===== src/rtl/perif_pkg.sv =====
// Shared types and constants for the peripheral request arbiter.
package perif_pkg;

    typedef enum logic [1:0] {
        IDLE    = 2'd0,
        SEND    = 2'd1,
        RELEASE = 2'd2
    } arb_state_t;

    localparam int DEF_NUM_REQ = 4;
    localparam int DEF_DATA_W  = 8;

    // Width of a requester index; never narrower than one bit.
    function automatic int gid_w(input int n);
        return (n > 1) ? $clog2(n) : 1;
    endfunction

endpackage


===== src/rtl/perif_req_arbiter_rr_pick.sv =====
// Combinational round-robin selector: first set request at or after rr_ptr.
module rr_pick
    import perif_pkg::*;
#(
    parameter int NUM_REQ = DEF_NUM_REQ,
    localparam int GW = gid_w(NUM_REQ)
) (
    input  logic [NUM_REQ-1:0] req,
    input  logic [GW-1:0]      rr_ptr,
    output logic               any_valid,
    output logic [GW-1:0]      winner
);

    int   pos;
    logic found;

    // Scan upward from rr_ptr with wrap; the first set bit wins.
    always_comb begin
        any_valid = |req;
        winner    = '0;
        found     = 1'b0;
        pos       = 0;
        for (int k = 0; k < NUM_REQ; k++) begin
            pos = (int'(rr_ptr) + k) % NUM_REQ;
            if (!found && req[GW'(pos)]) begin
                winner = GW'(pos);
                found  = 1'b1;
            end
        end
    end

endmodule


===== src/rtl/perif_req_arbiter.sv =====
// Round-robin arbiter sharing one send/ack (4-phase) peripheral between
// NUM_REQ requesters. Optional handshake watchdog: define PERIF_ARB_TIMEOUT_EN.
module perif_req_arbiter
    import perif_pkg::*;
#(
    parameter int NUM_REQ        = DEF_NUM_REQ,
    parameter int DATA_W         = DEF_DATA_W,
    parameter int TIMEOUT_CYCLES = 16,
    localparam int GW = gid_w(NUM_REQ)
) (
    input  logic                      clk,
    input  logic                      rst,
    input  logic [NUM_REQ-1:0]        req,
    input  logic [NUM_REQ*DATA_W-1:0] req_data,
    output logic [NUM_REQ-1:0]        done,
    output logic [NUM_REQ-1:0]        err,
    output logic                      busy,
    output logic [GW-1:0]             grant_id,
    output logic                      send,
    output logic [DATA_W-1:0]         data_out,
    input  logic                      ack
);

    arb_state_t          state;
    logic [GW-1:0]       rr_ptr;
    logic                any_valid;
    logic [GW-1:0]       winner;
    logic [DATA_W-1:0]   win_data;
    logic [GW-1:0]       ptr_after;
    logic [NUM_REQ-1:0]  grant_oh;

    rr_pick #(.NUM_REQ(NUM_REQ)) u_pick (
        .req       (req),
        .rr_ptr    (rr_ptr),
        .any_valid (any_valid),
        .winner    (winner)
    );

    // Select the winner's data slice with constant-index slices only.
    always_comb begin
        win_data = '0;
        for (int i = 0; i < NUM_REQ; i++) begin
            if (winner == GW'(i)) win_data = req_data[i*DATA_W +: DATA_W];
        end
    end

    // Pointer moves one past the requester just served, wrapping at NUM_REQ.
    always_comb begin
        ptr_after = (grant_id == GW'(NUM_REQ - 1)) ? '0 : grant_id + GW'(1);
    end

    assign grant_oh = NUM_REQ'(1) << grant_id;
    assign busy     = (state != IDLE);

`ifdef PERIF_ARB_TIMEOUT_EN
    localparam int CW = (TIMEOUT_CYCLES > 1) ? $clog2(TIMEOUT_CYCLES) : 1;
    logic [CW-1:0] tmo_cnt;
    logic          tmo_hit;
    assign tmo_hit = (tmo_cnt == CW'(TIMEOUT_CYCLES - 1));
`else
    logic unused_tmo;
    assign unused_tmo = ^TIMEOUT_CYCLES;
    assign err        = '0;
`endif

    // Arbitration FSM: grant, drive send until ack, wait for ack release, pulse done.
    always_ff @(posedge clk) begin
        if (rst) begin
            state    <= IDLE;
            send     <= 1'b0;
            done     <= '0;
            grant_id <= '0;
            data_out <= '0;
            rr_ptr   <= '0;
`ifdef PERIF_ARB_TIMEOUT_EN
            err      <= '0;
            tmo_cnt  <= '0;
`endif
        end else begin
            done <= '0;
`ifdef PERIF_ARB_TIMEOUT_EN
            err  <= '0;
`endif
            case (state)
                IDLE: begin
                    if (any_valid) begin
                        grant_id <= winner;
                        data_out <= win_data;
                        send     <= 1'b1;
                        state    <= SEND;
`ifdef PERIF_ARB_TIMEOUT_EN
                        tmo_cnt  <= '0;
`endif
                    end
                end
                SEND: begin
                    if (ack) begin
                        send  <= 1'b0;
                        state <= RELEASE;
`ifdef PERIF_ARB_TIMEOUT_EN
                        tmo_cnt <= '0;
                    end else if (tmo_hit) begin
                        send   <= 1'b0;
                        err    <= grant_oh;
                        rr_ptr <= ptr_after;
                        state  <= IDLE;
                    end else begin
                        tmo_cnt <= tmo_cnt + CW'(1);
`endif
                    end
                end
                RELEASE: begin
                    if (!ack) begin
                        done   <= grant_oh;
                        rr_ptr <= ptr_after;
                        state  <= IDLE;
`ifdef PERIF_ARB_TIMEOUT_EN
                    end else if (tmo_hit) begin
                        err    <= grant_oh;
                        rr_ptr <= ptr_after;
                        state  <= IDLE;
                    end else begin
                        tmo_cnt <= tmo_cnt + CW'(1);
`endif
                    end
                end
                default: begin
                    send  <= 1'b0;
                    state <= IDLE;
                end
            endcase
        end
    end

endmodule


===== config.mk =====
export PLATFORM = sky130hd
export DESIGN_NAME = perif_req_arbiter
export DESIGN_NICKNAME = d
export VERILOG_FILES = /design/src/rtl/perif_pkg.sv /design/src/rtl/perif_req_arbiter_rr_pick.sv /design/src/rtl/perif_req_arbiter.sv
export SDC_FILE = /design/constraint.sdc
export NUM_CORES = 1
export LEC_CHECK = 0
export ABC_AREA = 0
export CAP_MARGIN = 20
export CORE_ASPECT_RATIO = 0.75
export CORE_MARGIN = 2
export CORE_UTILIZATION = 41
export CTS_BUF_LIST = sky130_fd_sc_hd__clkbuf_8
export CTS_CLUSTER_DIAMETER = 100
export DETAILED_ROUTE_END_ITERATION = 7
export GPL_TIMING_DRIVEN = 1
export PLACE_DENSITY = 0.85
export SYNTH_ARGS = -nofsm -noshare
export SYNTH_HDL_FRONTEND = slang
export SYNTH_SLANG_ARGS = --single-unit

===== constraint.sdc =====
create_clock -name clk -period 2 [get_ports clk]
set_input_delay 0.6 -clock clk [delete_from_list [all_inputs] [get_ports clk]]
set_output_delay 0.6 -clock clk [all_outputs]
set_load 0.005 [all_outputs]

* Yosys cells after proc, flatten, opt, wreduce, memory -nomap -nowiden *
Index checks and enable logic that the tools add are counted.

word-level totals
  bits in registers = 19

cells by class
  $add $sub $neg = 4
  $lt $le $gt $ge = 4
  equality and inequality tests = 9
  shift operators = 1
  muxes and demuxes = 31
  bitwise operators = 2
  reductions and logical operators = 15

operator list
  cell                                                 count
  two-way mux 8 bit                                    4
  < comparator 2 x 4 -> 1 bit, second input constant   4
  two-way mux 2 bit                                    8
  two-way mux 1 bit                                    13
  binary-select mux 1 bit (select 2 bit)               4
  equality test 2 bit, second input constant           4
  != test 2 bit, second input constant                 3
  one-hot mux 2 bit (3 select lines)                   1
  AND reduction 3 bit                                  2
  adder 2 x 1 -> 2 bit, second input constant          2
  adder 2 bit, second input constant                   2
  equality test 2 x 1 -> 1 bit, second input constant  2
  logical NOT 2 bit                                    2
  AND reduction 2 bit                                  2
  OR reduction 4 bit                                   1
  left shift 1 x 2 -> 4 bit, first input constant      1
  logical AND 1 bit                                    3
  logical NOT 1 bit                                    3
  one-hot mux 1 bit (3 select lines)                   1
  OR reduction 3 bit                                   1
  NOT 1 bit                                            2
  nonzero test 2 bit                                   1

* Logic depth before layout (Yosys ltp) *
  word-level depth = 18
  gate-level depth with buffers = 7
  mapped depth without buffers = 5

* Modules after synthesis *
A second synthesis with hierarchy kept.

second synthesis, totals
  cell total of the unflattened synthesis = 109
  area total of the unflattened synthesis = 1051.0 µm²

by module, submodules not included
  module             times used  cells an instance  area each (µm²)
  perif_req_arbiter  1           94                 973.4
  rr_pick            1           15                 77.6

* Least setup slack after synthesis *
Ideal clock, no wire load.

  kind = input port to flip-flop
  from = input req[0]
  to = register data_out[0]
  setup time = 73 ps
  arrival = 1623 ps
  slack = 304 ps
  stages on the path = 5
  cell sequence = a21oi_1 > o21ai_2 > a2111oi_2 > o21ai_1 > o211ai_2

on the way
  cells in the longest elaborated chain, start to end = 18

ends and longest elaborated chain
  element                                                line                             source
  start, declared                                        perif_req_arbiter.sv:13          input logic [NUM_REQ-1:0] req,
  binary-select mux 1 bit (select 2 bit)                 perif_req_arbiter_rr_pick.sv:25  if (!found && req[GW'(pos)]) begin
  two-way mux 1 bit (not written as such) (2 in series)  perif_req_arbiter_rr_pick.sv:25
  two-way mux 1 bit                                      perif_req_arbiter_rr_pick.sv:25
  logical NOT 1 bit                                      perif_req_arbiter_rr_pick.sv:25
  logical AND 1 bit                                      perif_req_arbiter_rr_pick.sv:25
  two-way mux 1 bit                                      perif_req_arbiter_rr_pick.sv:25
  logical NOT 1 bit                                      perif_req_arbiter_rr_pick.sv:25
  logical AND 1 bit                                      perif_req_arbiter_rr_pick.sv:25
  two-way mux 1 bit                                      perif_req_arbiter_rr_pick.sv:25
  logical NOT 1 bit                                      perif_req_arbiter_rr_pick.sv:25
  logical AND 1 bit                                      perif_req_arbiter_rr_pick.sv:25
  two-way mux 2 bit                                      perif_req_arbiter_rr_pick.sv:25
  logical NOT 2 bit                                      perif_req_arbiter.sv:43          if (winner == GW'(i)) win_data = req_data[i*DATA_W +: DATA_W];
  two-way mux 8 bit (4 in series)                        perif_req_arbiter.sv:43
  end signal, assigned                                   perif_req_arbiter.sv:88          data_out <= win_data;
  end, declared                                          perif_req_arbiter.sv:20          output logic [DATA_W-1:0] data_out,

Several ways; a longest one is shown, not always the timed one. The select of a mux whose other input is x is not followed.
A chain may end at the register's enable or synchronous reset.

* Worst setup path after layout *
  from = register state[0]
  to = output busy

on the way
  cells in the longest elaborated chain, start to end = 1

ends and longest elaborated chain
  element                 line                     source
  start, declared         perif_req_arbiter.sv:24  arb_state_t state;
  start signal, assigned  perif_req_arbiter.sv:69  state <= IDLE;
  start signal, assigned  perif_req_arbiter.sv:90  state <= SEND;
  start signal, assigned  perif_req_arbiter.sv:99  state <= RELEASE;
  nonzero test 2 bit      perif_req_arbiter.sv:53  assign busy = (state != IDLE);
  end, declared           perif_req_arbiter.sv:17  output logic busy,

No other way between the ends.

==> impl_metrics.py <==
metrics = {
    "worst_setup_path": {
        "critPathLaunch": "state[0]",
        "slowest_delay_ns": 0.49,
        "crit_type": "flop to output port",
        "crit_path_start_kind": "flop",
        "worstPathCellList": "nor2_2 -> inv_1 -> clkdlybuf4s50_1",
        "crit_required_ns": 1.40,
        "cp_max_fo": 5,
        "rr_startpoint": "rr_ptr[1]",
        "cp_data_arrival_time_ns": 1.30,
        "critical_path_buf_inv_count": 2,
        "crit_slowest_cell": "clkdlybuf4s50_1",
        "critical_path.top_delay_family": "buffers and inverters",
        "rr_worst_depth": 6,
        "cp.depth": 3,
        "critPathCaptureType": "output port",
    },
    "placed_design": {
        "portBuffers": 54,
        "gp_congestion": 0.8616,
        "dpl.hpwl_mm": 2.635,
        "placed_area_sq_um": 1808,
    },
    "global_route": {
        "met3_usage_pct": 3.139,
        "grt_util_met2_pct": 34.51,
        "antenna_found_initial": 0,
        "grt_use_met1_pct": 24.59,
        "grtUsageTotal_pct": 19.98,
        "grt_pass1_wl_mm": 5.071,
        "grt_max_degree": 12,
        "grt_busiest_layer": "met2",
        "grt_pass1_vias": 1135,
        "grt_overflow": 0,
    },
    "sta": {
        "finalCritPeriodShare_pct": 95.14,
        "hold_violations": 0,
        "max_freq_mhz": 525.5,
        "hold_slack_ns": 0.4625,
        "clock_skew_ns": 0.003025,
        "setup_viol_count_final": 0,
        "period_needed_ns": 1.903,
        "rsz0062_at_grt": "false",
        "slew_violations": 0,
    },
    "logic_synthesis": {
        "ys_warn_count": 0,
        "synthTopCellsByCount": "dfxtp_1, mux2i_1, nand2_1",
        "ys_ff_latch": 19,
        "netlist_area_sq_um": 1175,
        "yosysMostFrequentCell": "dfxtp_1",
        "synthArstFlopShare_pct": 0,
        "synth_area_leaders": "dfxtp_1, mux2i_1, o211ai_2",
        "yosysTopAreaCell": "dfxtp_1",
        "synth.distinct_cells": 37,
        "ys_seq_area_share_pct": 32.37,
        "synth.top_cell.area_share_pct": 32.37,
        "synthFlopType": "dfxtp_1",
        "synth_edf_count": 0,
        "postSynthCellCount": 127,
        "avgSynthCellArea_sq_um": 9.251,
    },
    "min_path": {
        "hold_path_startpoint": "send",
        "hp-class": "flop to flop",
        "hold_depth": 2,
    },
    "pwr": {
        "p_leak_nw": 0.8125,
        "netSwitchingFraction_pct": 27.46,
        "power.density_nw_per_um2": 542.3,
        "power_frac_clock_pct": 24.9,
        "p_comb_share_pct": 34.3,
        "p_int_uw": 769.4,
        "p_sw_uw": 291.2,
        "vdd_drop_max_uv": 439.8,
        "seqPwrFrac_pct": 40.8,
    },
    "die": {
        "rows": 16,
        "die_y_um": 50.36,
        "io_pins": 59,
        "die_area_sq_um": 3314,
        "die_w_um": 65.81,
        "initial_utilization_pct": 44.13,
        "design.core.area_sq_um": 2663,
    },
    "drt": {
        "final_antenna_net_count": 0,
        "dr.pass1.iters": 4,
        "wl_per_cell_um": 14.71,
        "wl_mm": 3.397,
        "routed-via-count": 1205,
        "vias_per_cell": 5.216,
        "drcViolationCount": 0,
        "drt_iter0_markers": 29,
    },
    "clock_tree": {
        "cts_htree_levels": 1,
        "postCtsHoldBufs": 0,
        "cts.sink_count": 19,
        "clkLatencyLatePin_ns": 0.26,
        "cts_made_buffers": 3,
        "clk_pin_slew_ns": 0.07,
        "cts_tree": "built",
        "cts-root-buf": "clkbuf_8",
        "clock_path_buffers": 2,
    },
    "finish": {
        "n_antenna_cell": 0,
        "final_area_sq_um": 1956,
        "multi_input_area_sq_um": 779.5,
        "nNetsFinal": 236,
        "area.growth.synth_to_final_pct": 66.45,
        "regArea_sq_um": 380.4,
        "fillers": 185,
        "drive_gt1_share_pct": 26.15,
        "fin_util_pct": 73.45,
    },
    "run_status": {
        "run_status": "completed",
    },
    "job": {
        "drv_cap": 0,
    },
}
-- state kept, by name, summed over array words and instances (netlist names) --
name,count
rr_ptr,2
data_out,8
done,4
grant_id,2
send,1
state,2
-- routing by layer --
metal	wire, um	vias up
met2	1543	43
met4	61	0
li1	-	596
met5	0	-
met3	219	7
met1	1571	559
-- area by class of cell --
class / count / area share [%]
clock buffer: 3 / 2.111
clock inverter: 1 / 0.2559
inverter: 4 / 0.7678
multi-input combinational: 96 / 39.86
sequential: 19 / 19.45
tap: 36 / 2.303
timing repair buffer: 72 / 35.25
-- timing repair --
action                     CTS  global route
buffers inserted             1             3
pin swaps                    2             3
setup endpoints to repair   10             9
resized for setup            3            18
-- power groups by stage --
stage          Sequential, mW  Clock [mW]  Combinational (mW)
2_1_floorplan           0.440           0               0.146
3_3_place_gp            0.439           0               0.320
3_5_place_dp            0.441           0               0.330
4_1_cts                 0.432       0.266               0.340
5_1_grt                 0.436       0.285               0.386
6_report                0.433       0.264               0.364
-- cell usage in the layout, fill, tap and decap left out, drive strengths merged, types with 8 or more instances in the layout --
master and count:
clkdlybuf4s50 50, o211ai 8, buf 18, nand2 11
and4 8, mux2i 12, dfxtp 19, o31a 8
nor2 9, o21ai 10
-- cells by family (layout without fill, tap and decap cells) --
group	after synthesis	count (layout)	share of synthesized area [%]
mux	12	12	10.22
buf+inv	15	80	7.774
flops	19	19	32.37
compound gates	36	36	26.62
xor+xnor	1	1	0.7456
simple gates	42	42	20.87
other cells	1	4	0.3192
fa+ha+maj	1	1	1.065
-- per-stage QoR --
step	worst slack (ns)	cells	setup TNS (ns)	total power, mW
detailed placement	-0.4770	224	-4.464	0.7715
CTS	0.00002265	229	0	1.038
finish	0.09712	231	0	1.061
global placement	-0.3593	224	-3.376	0.7595
floorplan	0.3039	130	0	0.5864
global route	0.03800	231	0	1.108
-- worst reg2reg max path: stages (launching register included) --
cell and delay (ns):
dfxtp_1 0.49, mux2i_2 0.30, nor2_2 0.07, nor3_2 0.17, buf_6 0.20, mux2i_1 0.29
o211ai_2 0.10
-- final timing paths --
check           endpoint  slack (ns)
max                 busy         0.1
min                 send        0.46
max reg2reg  data_out[6]        0.27
min reg2reg         send        0.46
Note: power is estimated with default switching activity, not from simulation.
